[src/rtl/downstream_pkg.sv]
// Shared types and default sizing for the downstream cancelled-orders RMW arbiter.
// The saturation constant is the value written when an update overflows DATA_W bits.
package downstream_pkg;

  localparam int DEF_NUM_REQ = 2;
  localparam int DEF_DATA_W  = 16;
  localparam int DEF_ADDR_W  = 5;
  localparam int DEF_DEPTH   = 32;

  localparam logic [DEF_DATA_W-1:0] SAT_VALUE = {DEF_DATA_W{1'b1}};

  typedef enum logic [1:0] {
    CLEAR = 2'd0,
    IDLE  = 2'd1,
    READ  = 2'd2,
    WRITE = 2'd3
  } state_e;

endpackage

[src/rtl/downstream_rmw_arbiter_if.sv]
// Requester, clear-control, RAM-port and completion signals of the RMW arbiter.
// The arbiter takes the slave modport; requesters, RAM and observers sit on master.
interface downstream_rmw_arbiter_if
  import downstream_pkg::*;
#(
  parameter int NUM_REQ = DEF_NUM_REQ,
  parameter int DATA_W  = DEF_DATA_W,
  parameter int ADDR_W  = DEF_ADDR_W
);

  logic [NUM_REQ-1:0]        req_valid;
  logic [NUM_REQ-1:0]        req_ready;
  logic [NUM_REQ*ADDR_W-1:0] req_client_id;
  logic [NUM_REQ*DATA_W-1:0] req_amount;

  logic                      clear_start;
  logic                      clear_busy;

  logic [ADDR_W-1:0]         ram_rd_addr;
  logic [DATA_W-1:0]         ram_rd_data;
  logic                      ram_wr_en;
  logic [ADDR_W-1:0]         ram_wr_addr;
  logic [DATA_W-1:0]         ram_wr_data;

  logic                      done_valid;
  logic [ADDR_W-1:0]         done_client_id;
  logic [DATA_W-1:0]         done_total;
  logic                      done_sat;

  modport slave (
    input  req_valid, req_client_id, req_amount, clear_start, ram_rd_data,
    output req_ready, clear_busy, ram_rd_addr, ram_wr_en, ram_wr_addr, ram_wr_data,
    output done_valid, done_client_id, done_total, done_sat
  );

  modport master (
    output req_valid, req_client_id, req_amount, clear_start, ram_rd_data,
    input  req_ready, clear_busy, ram_rd_addr, ram_wr_en, ram_wr_addr, ram_wr_data,
    input  done_valid, done_client_id, done_total, done_sat
  );

endinterface

[src/rtl/rr_arbiter.sv]
// Combinational round-robin picker: first asserted request at or after ptr, wrapping.
// The pointer register lives in the parent so it advances only on accepted grants.
module rr_arbiter #(
  parameter int NUM_REQ = 2,
  parameter int PTR_W   = (NUM_REQ > 1) ? $clog2(NUM_REQ) : 1
) (
  input  logic [NUM_REQ-1:0] req,
  input  logic [PTR_W-1:0]   ptr,
  input  logic               en,
  output logic [NUM_REQ-1:0] gnt,
  output logic [PTR_W-1:0]   gnt_idx
);

  logic [PTR_W:0] pos;
  logic           found;

  // NOTE: combinational logic uses blocking '=' so later statements see earlier results.
  always_comb begin
    gnt     = '0;
    gnt_idx = '0;
    found   = 1'b0;
    pos     = '0;
    for (int i = 0; i < NUM_REQ; i++) begin
      pos = {1'b0, ptr} + (PTR_W+1)'(i);
      if (pos >= (PTR_W+1)'(NUM_REQ)) pos = pos - (PTR_W+1)'(NUM_REQ);
      if (en && !found && req[pos[PTR_W-1:0]]) begin
        found                = 1'b1;
        gnt[pos[PTR_W-1:0]]  = 1'b1;
        gnt_idx              = pos[PTR_W-1:0];
      end
    end
  end

endmodule

[src/rtl/downstream_rmw_arbiter.sv]
// Serialises saturating read-modify-write updates to the cancelled-orders RAM from
// NUM_REQ requesters, and zero-sweeps the RAM after reset or on clear_start.
module downstream_rmw_arbiter
  import downstream_pkg::*;
#(
  parameter int NUM_REQ = DEF_NUM_REQ,
  parameter int DATA_W  = DEF_DATA_W,
  parameter int ADDR_W  = DEF_ADDR_W,
  parameter int DEPTH   = DEF_DEPTH
) (
  input  logic                     clk,
  input  logic                     HRESETn,
  downstream_rmw_arbiter_if.slave  bus
);

  localparam int                PTR_W     = (NUM_REQ > 1) ? $clog2(NUM_REQ) : 1;
  localparam logic [ADDR_W-1:0] LAST_ADDR = ADDR_W'(DEPTH - 1);
  localparam logic [PTR_W-1:0]  LAST_REQ  = PTR_W'(NUM_REQ - 1);

  state_e             state_q, state_d;
  logic [ADDR_W-1:0]  cnt_q, cnt_d;
  logic [ADDR_W-1:0]  id_q, id_d;
  logic [DATA_W-1:0]  amt_q, amt_d;
  logic [ADDR_W-1:0]  rd_addr_q, rd_addr_d;
  logic [PTR_W-1:0]   ptr_q, ptr_d;

  logic [NUM_REQ-1:0] gnt;
  logic [PTR_W-1:0]   gnt_idx;
  logic [ADDR_W-1:0]  sel_id;
  logic [DATA_W-1:0]  sel_amt;
  logic [DATA_W:0]    sum;
  logic               arb_en;

  // clear_start wins over requests, so the arbiter is blocked in that cycle.
  assign arb_en  = (state_q == IDLE) && !bus.clear_start;
  assign sel_id  = bus.req_client_id[int'(gnt_idx)*ADDR_W +: ADDR_W];
  assign sel_amt = bus.req_amount[int'(gnt_idx)*DATA_W +: DATA_W];
  assign sum     = {1'b0, bus.ram_rd_data} + {1'b0, amt_q};

  assign bus.ram_rd_addr = rd_addr_q;

  rr_arbiter #(
    .NUM_REQ (NUM_REQ),
    .PTR_W   (PTR_W)
  ) u_rr (
    .req     (bus.req_valid),
    .ptr     (ptr_q),
    .en      (arb_en),
    .gnt     (gnt),
    .gnt_idx (gnt_idx)
  );

  // NOTE: state registers use non-blocking '<=' so every flop samples pre-edge values.
  always_ff @(posedge clk or negedge HRESETn) begin
    if (!HRESETn) begin
      state_q   <= CLEAR;
      cnt_q     <= '0;
      id_q      <= '0;
      amt_q     <= '0;
      rd_addr_q <= '0;
      ptr_q     <= '0;
    end else begin
      state_q   <= state_d;
      cnt_q     <= cnt_d;
      id_q      <= id_d;
      amt_q     <= amt_d;
      rd_addr_q <= rd_addr_d;
      ptr_q     <= ptr_d;
    end
  end

  // NOTE: every output and next-state value gets a default first, so no path infers a latch.
  always_comb begin
    state_d            = state_q;
    cnt_d              = cnt_q;
    id_d               = id_q;
    amt_d              = amt_q;
    rd_addr_d          = rd_addr_q;
    ptr_d              = ptr_q;
    bus.req_ready      = '0;
    bus.clear_busy     = 1'b0;
    bus.ram_wr_en      = 1'b0;
    bus.ram_wr_addr    = '0;
    bus.ram_wr_data    = '0;
    bus.done_valid     = 1'b0;
    bus.done_client_id = '0;
    bus.done_total     = '0;
    bus.done_sat       = 1'b0;

    unique case (state_q)
      CLEAR: begin
        // Reset parks the FSM in CLEAR; gating keeps the sweep outputs low while it is held.
        bus.clear_busy  = HRESETn;
        bus.ram_wr_en   = HRESETn;
        bus.ram_wr_addr = cnt_q;
        cnt_d           = cnt_q + 1'b1;
        if (cnt_q == LAST_ADDR) begin
          state_d = IDLE;
          cnt_d   = '0;
        end
      end
      IDLE: begin
        if (bus.clear_start) begin
          state_d = CLEAR;
          cnt_d   = '0;
        end else if (|gnt) begin
          bus.req_ready = gnt;
          id_d          = sel_id;
          amt_d         = sel_amt;
          rd_addr_d     = sel_id;
          ptr_d         = (gnt_idx == LAST_REQ) ? '0 : gnt_idx + 1'b1;
          state_d       = READ;
        end
      end
      READ: begin
        state_d = WRITE;
      end
      WRITE: begin
        bus.ram_wr_en      = 1'b1;
        bus.ram_wr_addr    = id_q;
        bus.ram_wr_data    = sum[DATA_W] ? {DATA_W{1'b1}} : sum[DATA_W-1:0];
        bus.done_valid     = 1'b1;
        bus.done_client_id = id_q;
        bus.done_total     = bus.ram_wr_data;
        bus.done_sat       = sum[DATA_W];
        state_d            = IDLE;
      end
      default: state_d = CLEAR;
    endcase
  end

endmodule

[src/flat_wrapper.sv]
// flat-port wrapper written by rule: the top's interface ports become plain ports
module downstream_rmw_arbiter_flat import downstream_pkg::*;
#(
  parameter int NUM_REQ = DEF_NUM_REQ,
  parameter int DATA_W  = DEF_DATA_W,
  parameter int ADDR_W  = DEF_ADDR_W,
  parameter int DEPTH   = DEF_DEPTH
)
  (clk, HRESETn, bus_req_valid, bus_req_client_id, bus_req_amount, bus_clear_start, bus_ram_rd_data, bus_req_ready, bus_clear_busy, bus_ram_rd_addr, bus_ram_wr_en, bus_ram_wr_addr, bus_ram_wr_data, bus_done_valid, bus_done_client_id, bus_done_total, bus_done_sat);
  downstream_rmw_arbiter_if #(.NUM_REQ(NUM_REQ), .DATA_W(DATA_W), .ADDR_W(ADDR_W)) bus_i ();
  input  logic clk;
  input  logic HRESETn;
  input wire logic [$bits(bus_i.req_valid)-1:0] bus_req_valid;
  input wire logic [$bits(bus_i.req_client_id)-1:0] bus_req_client_id;
  input wire logic [$bits(bus_i.req_amount)-1:0] bus_req_amount;
  input wire logic [$bits(bus_i.clear_start)-1:0] bus_clear_start;
  input wire logic [$bits(bus_i.ram_rd_data)-1:0] bus_ram_rd_data;
  output wire logic [$bits(bus_i.req_ready)-1:0] bus_req_ready;
  output wire logic [$bits(bus_i.clear_busy)-1:0] bus_clear_busy;
  output wire logic [$bits(bus_i.ram_rd_addr)-1:0] bus_ram_rd_addr;
  output wire logic [$bits(bus_i.ram_wr_en)-1:0] bus_ram_wr_en;
  output wire logic [$bits(bus_i.ram_wr_addr)-1:0] bus_ram_wr_addr;
  output wire logic [$bits(bus_i.ram_wr_data)-1:0] bus_ram_wr_data;
  output wire logic [$bits(bus_i.done_valid)-1:0] bus_done_valid;
  output wire logic [$bits(bus_i.done_client_id)-1:0] bus_done_client_id;
  output wire logic [$bits(bus_i.done_total)-1:0] bus_done_total;
  output wire logic [$bits(bus_i.done_sat)-1:0] bus_done_sat;
  assign bus_i.req_valid = bus_req_valid;
  assign bus_i.req_client_id = bus_req_client_id;
  assign bus_i.req_amount = bus_req_amount;
  assign bus_i.clear_start = bus_clear_start;
  assign bus_i.ram_rd_data = bus_ram_rd_data;
  assign bus_req_ready = bus_i.req_ready;
  assign bus_clear_busy = bus_i.clear_busy;
  assign bus_ram_rd_addr = bus_i.ram_rd_addr;
  assign bus_ram_wr_en = bus_i.ram_wr_en;
  assign bus_ram_wr_addr = bus_i.ram_wr_addr;
  assign bus_ram_wr_data = bus_i.ram_wr_data;
  assign bus_done_valid = bus_i.done_valid;
  assign bus_done_client_id = bus_i.done_client_id;
  assign bus_done_total = bus_i.done_total;
  assign bus_done_sat = bus_i.done_sat;
  downstream_rmw_arbiter #(.NUM_REQ(NUM_REQ), .DATA_W(DATA_W), .ADDR_W(ADDR_W), .DEPTH(DEPTH)) u_core (.clk(clk), .HRESETn(HRESETn), .bus(bus_i));
endmodule
[config.mk]
export PLATFORM = sky130hd
export DESIGN_NAME = downstream_rmw_arbiter_flat
export DESIGN_NICKNAME = d
export VERILOG_FILES = /design/src/rtl/downstream_pkg.sv /design/src/rtl/downstream_rmw_arbiter_if.sv /design/src/rtl/rr_arbiter.sv /design/src/rtl/downstream_rmw_arbiter.sv /design/src/flat_wrapper.sv
export SDC_FILE = /design/constraint.sdc
export NUM_CORES = 1
export LEC_CHECK = 0
export ABC_AREA = 1
export CAP_MARGIN = 20
export CORE_MARGIN = 5
export CORE_UTILIZATION = 47
export DETAILED_ROUTE_END_ITERATION = 8
export GPL_ROUTABILITY_DRIVEN = 0
export PLACE_DENSITY_LB_ADDON = 0.08
export SLEW_MARGIN = 20
export SYNTH_ARGS = -nofsm -noshare
export SYNTH_HDL_FRONTEND = slang
export SYNTH_SLANG_ARGS = --single-unit
[constraint.sdc]
create_clock -name clk -period 5 [get_ports clk]
set_clock_uncertainty 0.1 [all_clocks]
set_input_delay 1 -clock clk [delete_from_list [all_inputs] [get_ports clk]]
set_output_delay 1 -clock clk [all_outputs]
set_load 0.05 [all_outputs]
==> results by group, run 1 <==
Placed design
  • Port Buf Inserts: 115
  • Pre-CTS setup slack: 0.273 ns
  • Hpwl dp: 6.48 mm
  • Post-Place Cells: 600

Timing
  • Hold Violations, Final: 0
  • Slew @ Worst Pin: 0.609 ns
  • Setup WS post-layout: 0.279 ns
  • Relative slew margins: 59.4%
  • Final worst-path cycle share: 94.4%
  • Fmax: 212 MHz
  • Unrepaired setup endpoints after global routing: false
  • Post-route minimum period: 4.72 ns
  • Final setup viols: 0
  • Post-Route Setup TNS: 0 ns
  • Final count of pins violating max slew: 0

Finish
  • Fin util: 67.3%
  • Share of post-route cells with drive strength above 1: 6.94%
  • Nets: 618
  • ANT cells: 0
  • Synth-to-layout area growth: 41.7%
  • Layout Cells excl Fill: 608

Global routing
  • Largest net degree at the start of global routing: 30
  • Total GRT Usage: 21.6%
  • Initial antenna violation count: 0
  • First-pass GRT wire length: 13.1 mm
  • GRT Residual Overflow: 0
  • Vias in the first global route: 2887

Floorplanning
  • I/O pins: 116
  • Die area: 7510 um2
  • Die W: 86.7 um
  • # rows: 28
  • Starting density of the core: 47.5%
  • Core area: 5820 um2
  • Die Y: 86.7 um

Worst setup path
  • CP max FO: 17
  • CP Launch Type: input port
  • Crit-path leading delay family: buffers and inverters
  • Worst reg-to-reg path cell count: 9
  • Worst reg2reg path endpoint: u_core.amt_q[7]
  • R2R Path Start: u_core.state_q[1]
  • Worst Path Class, Setup: in -> out
  • CP Depth: 13
  • R2R Setup Slk: 2.72 ns
  • Critical path required time: 3.90 ns
  • Max stage delay on crit path: 0.73 ns
  • CP bufs+invs: 2
  • CP Cell Sequence: clkdlybuf4s50_1 > ha_1 > fa_1 > nand2_1 > nand2_1 > and2_4 > nand2_2 > nand2_2 > nand3_2 > nand2_2 > nand2_4 > nand2_1 > clkdlybuf4s50_1
  • CP max-delay cell: clkdlybuf4s50_1
  • Worst Setup SP: bus_ram_rd_data[0]
  • Crit end category: primary output
  • CP arrival: 3.62 ns
  • CP endpoint: bus_ram_wr_data[13]

Pwr
  • Leak Pwr: 0.00205 uW
  • Pwr/cell area: 542 nW/um2
  • Max IR drop VDD: 0.271 mV

Synthesis
  • Total nets after synthesis: 520
  • Number of synthesized register bits: 29
  • Syn Inst Count: 434
  • Yosys top cell area share: 26.3%
  • Syn Std Cell Area: 2760 um2
  • Top cells by area, synth: dfrtp_1 (26%), nand2_1 (19%), ha_1 (10%), o21ai_0 (9.2%), inv_1 (8.2%)
  • Sequential element share of the synthesized area: 26.3%
  • Yosys top cell by area: dfrtp_1
  • Ys Warns: 0
  • Synth Area per Inst: 6.36 um2
  • Yosys cell types: 31

Detailed routing
  • Antenna viol nets, final: 0
  • DR pass1 iterations: 4
  • Via count: 2953
  • DRC errors left: 0
  • Iter 0 DRT Violations: 115
  • Final wirelength: 7.83 mm
  • Drt wl/cell: 12.9 um
  • Vias per inst: 4.86

Min path
  • Type of the worst min-delay path: reg -> reg

Clocking
  • Worst skew pair latency: 0.28 ns
  • Clock sinks: 29
  • Post-CTS setup buffers: 0
  • H-Tree Depth: 2
  • CTS buffer count: 5
  • # hold bufs at CTS: 0
  • CTS tree: yes
  • Post-CTS resize count: 0
  • Clk root buf: clkbuf_8
  • Reg clk slew, reported paths: 0.06 ns
  • Clock buffer depth: 2

Flow run
  • Max cap viols: 0

Run status
  • Status: finished, final reports clean
## logic make-up after synthesis
| group | count (synthesis) | synth area share, % |
|---|---|---|
| xor gates and xnor gates | 3 | 0.952 |
| AOI/OAI and AO/OA | 72 | 13.5 |
| DFF | 29 | 26.3 |
| and+or+nand+nor | 218 | 33.2 |
| adders and majority gates | 23 | 10.7 |
| buffers and inverters | 89 | 15.4 |
## area by class of cell
cell class                      count  area [um2]
Multi-Input combinational cell    316        1610
Tap cell                           75        93.8
Clock buffer                        6        82.6
Clock inverter                      2        13.8
Sequential cell                    29         726
Timing Repair Buffer              119        1160
Inverter                           61         229
Fill cell                         549        1900
## synthesized netlist by cell type
cell type  count
inv_2          1
clkbuf_1       4
and2_4         1
nor3_1         4
xor2_1         2
xnor2_1        1
nand2_1      137
ha_1          22
a21oi_1       16
nor2_1        35
buf_6          2
nand4_1        1
clkbuf_8       1
o21ai_0       51
buf_2          5
nand2_2        4
nand3b_1       2
nand2_4        1
a211oi_1       1
nand3_2        1
or2_1          1
nand3_1       24
inv_1         60
a21o_1         1
buf_4         16
nor2_4         1
o22ai_1        2
or2_2          6
fa_1           1
dfrtp_1       29
a21oi_2        1
## state kept, by name, indices dropped and copies added (netlist names)
name	count
u_core.state_q	2
u_core.ptr_q	1
u_core.cnt_q	5
u_core.bus.ram_rd_addr	5
u_core.amt_q	16
## worst min path at each step
stage / startpoint / endpoint / slack [ns] / depth (start not counted)
6_report: u_core.amt_q[5] / u_core.amt_q[5] / 0.40 / 2
5_1_grt: u_core.amt_q[15] / u_core.amt_q[15] / 0.44 / 2
4_1_cts: u_core.amt_q[5] / u_core.amt_q[5] / 0.40 / 2
3_5_place_dp: u_core.amt_q[3] / u_core.amt_q[3] / 0.38 / 2
3_3_place_gp: u_core.amt_q[2] / u_core.amt_q[2] / 0.38 / 2
2_1_floorplan: u_core.amt_q[0] / u_core.amt_q[0] / 0.36 / 2
## metal layers
layer	vias up	wire [um]	part of all wire, %	global-route usage (%)
met5	-	0	0	0
met4	0	81	1.0	5.24
met3	8	540	6.9	4.28
met2	83	3680	47	35.7
met1	1311	3530	45	29.1
li1	1551	-	-	-
## cells in the final DEF, fill, tap and decap left out, types with 4 or more instances in the layout
cell	n
nand3_1	24
nand2_2	4
clkdlybuf4s50_1	106
nor3_1	4
buf_4	13
nand2_1	137
inv_1	60
clkbuf_8	6
dfrtp_1	29
nor2_1	35
a21oi_1	16
ha_1	22
o21ai_0	51
or2_2	6
## through the flow
| stage | total power, uW | hold slack [ns] | cell area (um2) |
|---|---|---|---|
| after floorplan | 1530 | 0.357 | 2760 |
| after global placement | 1880 | 0.375 | 3820 |
| after detailed placement | 1920 | 0.385 | 3820 |
| after CTS | 2130 | 0.400 | 3910 |
| after global routing | 2320 | 0.437 | 3910 |
| final | 2120 | 0.396 | 3910 |
## power breakdown
part | leakage, uW | switching, uW | internal, uW
clock | 0.0000512 | 91.5 | 111
sequential | 0.000357 | 85.9 | 342
combinational | 0.00164 | 971 | 518
total | 0.00205 | 1150 | 971
## worst reg2reg max path, cell delays in order, from the launching register on
cell and delay (ns):
dfrtp_1 0.42, inv_1 0.10, ha_1 0.19, inv_1 0.11
nor2_4 0.14, nand2_1 0.07, buf_4 0.21, inv_1 0.48
o21ai_0 0.18, o21ai_0 0.21
No activity file was read; power rests on OpenSTA's default activity.
==> inputs of run 2 (changes only) <==
--- a/config.mk
+++ b/config.mk
@@ -8,10 +8,10 @@
 export ABC_AREA = 1
 export CAP_MARGIN = 20
 export CORE_MARGIN = 5
-export CORE_UTILIZATION = 47
+export CORE_UTILIZATION = 44
 export DETAILED_ROUTE_END_ITERATION = 8
 export GPL_ROUTABILITY_DRIVEN = 0
-export PLACE_DENSITY_LB_ADDON = 0.08
+export PLACE_DENSITY = 0.89
 export SLEW_MARGIN = 20
 export SYNTH_ARGS = -nofsm -noshare
 export SYNTH_HDL_FRONTEND = slang
==> constraint.sdc (replaced) <==
create_clock -name clk -period 5.05 [get_ports clk]
set_clock_uncertainty 0.1 [all_clocks]
set_input_delay 1.01 -clock clk [delete_from_list [all_inputs] [get_ports clk]]
set_output_delay 1.01 -clock clk [all_outputs]
set_load 0.05 [all_outputs]
==> results by group, run 2 (synthesized netlist as in run 1, its figures left out) <==
Run status
  • Status: finished, final reports clean

Placed design
  • DP Area: 3830 um2 (+0.39%)
  • Pre-CTS setup slack: 0.340 ns (+0.0669 ns)
  • Post-Place Cells: 600 (unchanged)
  • Port Buf Inserts: 115 (unchanged)
  • Hpwl dp: 6.57 mm (+1.4%)

Worst setup path
  • CP max FO: 3 (-14)
  • Critical path required time: 3.94 ns (+0.04 ns)
  • Crit end category: primary output
  • CP Launch Type: input port
  • CP arrival: 3.60 ns (-0.02 ns)
  • Worst Path Class, Setup: in -> out

Timing
  • Unrepaired setup endpoints after global routing: false
  • Final setup viols: 0 (unchanged)
  • Setup WS post-layout: 0.342 ns (+0.0635 ns)
  • Relative slew margins: 61.3% (+1.9 points)
  • Hold Violations, Final: 0 (unchanged)
  • Final count of pins violating max slew: 0 (unchanged)
  • Post-route minimum period: 4.71 ns
  • Hold slack: 0.397 ns (+0.000896 ns)
  • Slew @ Worst Pin: 0.580 ns (-0.0282 ns)
  • Post-Route Setup TNS: 0 ns (unchanged)
  • Fmax: 212 MHz
  • Final worst-path cycle share: 93.2%

Detailed routing
  • DR pass1 iterations: 5 (+1)
  • DRC errors left: 0 (unchanged)
  • Antenna viol nets, final: 0 (unchanged)
  • Drt wl/cell: 13.4 um (+4.2%)
  • Final wirelength: 8.16 mm (+4.2%)
  • Vias per inst: 5.11 (+5.1%)
  • Via count: 3105 (+5.1%)
  • Iter 0 DRT Violations: 161 (+40%)

Global routing
  • First-pass GRT wire length: 13.2 mm (+0.53%)
  • Initial antenna violation count: 0 (unchanged)
  • GRT Residual Overflow: 0 (unchanged)
  • Vias in the first global route: 3029 (+4.9%)
  • Total GRT Usage: 20.9% (-0.76 points)
  • Largest net degree at the start of global routing: 30 (unchanged)

Finish
  • Nets: 618 (unchanged)
  • Layout Cells excl Fill: 608 (unchanged)
  • Most frequent cells in the layout: nand2_1 (137), clkdlybuf4s50_1 (112), inv_1 (60), o21ai_0 (51), nor2_1 (35)
  • Share of post-route cells with drive strength above 1: 5.82% (-1.1 points)
  • Filler cells: 516 (-6.0%)
  • Synth-to-layout area growth: 42.5%
  • Final Cell Area: 3930 um2 (+0.51%)
  • Most common cell after layout, fill and taps aside: nand2_1
  • Max FFs per register: 16 (unchanged)
  • ANT cells: 0 (unchanged)
  • Reg with most FFs: u_core.amt_q

Clocking
  • Post-CTS setup buffers: 0 (unchanged)
  • Worst skew pair latency: 0.28 ns (about the same)
  • Clk root buf: clkbuf_8
  • Clock sinks: 29 (unchanged)
  • Clock buffer depth: 2 (unchanged)
  • Post-CTS resize count: 0 (unchanged)
  • # hold bufs at CTS: 0 (unchanged)
  • H-Tree Depth: 2 (unchanged)
  • Reg clk slew, reported paths: 0.06 ns (about the same)
  • CTS buffer count: 5 (unchanged)
  • CTS tree: yes

Floorplanning
  • Die W: 89.2 um (+3.0%)
  • # rows: 28 (unchanged)
  • I/O pins: 116 (unchanged)
  • Die area: 7960 um2 (+6.0%)
  • Starting density of the core: 45.8% (-1.7 points)
  • Die Y: 89.2 um (+3.0%)
  • Core area: 6030 um2 (+3.6%)

Pwr
  • Max IR drop VDD: 0.325 mV (+20%)
  • Leak Pwr: 0.00204 uW (-0.42%)
  • Pwr/cell area: 543 nW/um2 (+0.22%)

Min path
  • Type of the worst min-delay path: reg -> reg

Flow run
  • Max cap viols: 0 (unchanged)
run 2: per-stage QoR:
stage               util (%)  total power (uW)
CTS                     65.3              2140
finish                  65.3              2140
global route            65.3              2320
floorplan                  -              1510
global placement        63.6              1870
detailed placement      63.6              1910
run 2: power by group:
part | leakage [uW] | internal [uW] | switching (uW) | total [uW]
Clock | 0.0000542 | 123 | 90.9 | 214
Combinational | 0.00163 | 517 | 976 | 1490
Sequential | 0.000357 | 339 | 89.5 | 428
Total | 0.00204 | 979 | 1160 | 2140
run 2: layout make-up:
class	count	area, um2	area share, %
Clock buffer	7	96.3	2.45
Clock inverter	1	5.00	0.127
Inverter	61	229	5.82
Multi-Input combinational cell	316	1610	40.9
Sequential cell	29	726	18.4
Tap cell	75	93.8	2.39
Timing Repair Buffer	119	1170	29.8
run 2: worst paths after layout:
check                                         from                end  slack, ns  depth (start not counted)
worst max register to register   u_core.state_q[1]    u_core.amt_q[2]       2.98                          8
worst min register to register     u_core.amt_q[3]    u_core.amt_q[3]       0.40                          2
worst min-delay path               u_core.amt_q[3]    u_core.amt_q[3]       0.40                          2
worst max-delay path            bus_ram_rd_data[0]  bus_done_total[8]       0.34                         12
min in group asynchronous                  HRESETn  u_core.state_q[0]       1.06                          2
max in group asynchronous                  HRESETn    u_core.cnt_q[4]       3.51                          2
run 2: critical path, stage by stage:
cell and delay [ns]:
clkdlybuf4s50_1 0.41, ha_1 0.23, fa_1 0.40, nand2_1 0.08, nand2_1 0.06, and2_4 0.15, nand2_2 0.05, nand2_2 0.06
or2_2 0.27, nand3_1 0.08, nand2_1 0.07, clkdlybuf4s50_1 0.71
run 2: per-layer routing:
| metal | up-vias | wire [um] | GRT usage (%) |
|---|---|---|---|
| li1 | 1547 | - | - |
| met1 | 1396 | 3230 | 25.6 |
| met2 | 147 | 4030 | 36.6 |
| met3 | 15 | 775 | 4.33 |
| met4 | 0 | 127 | 6.36 |
| met5 | - | 0 | 0 |
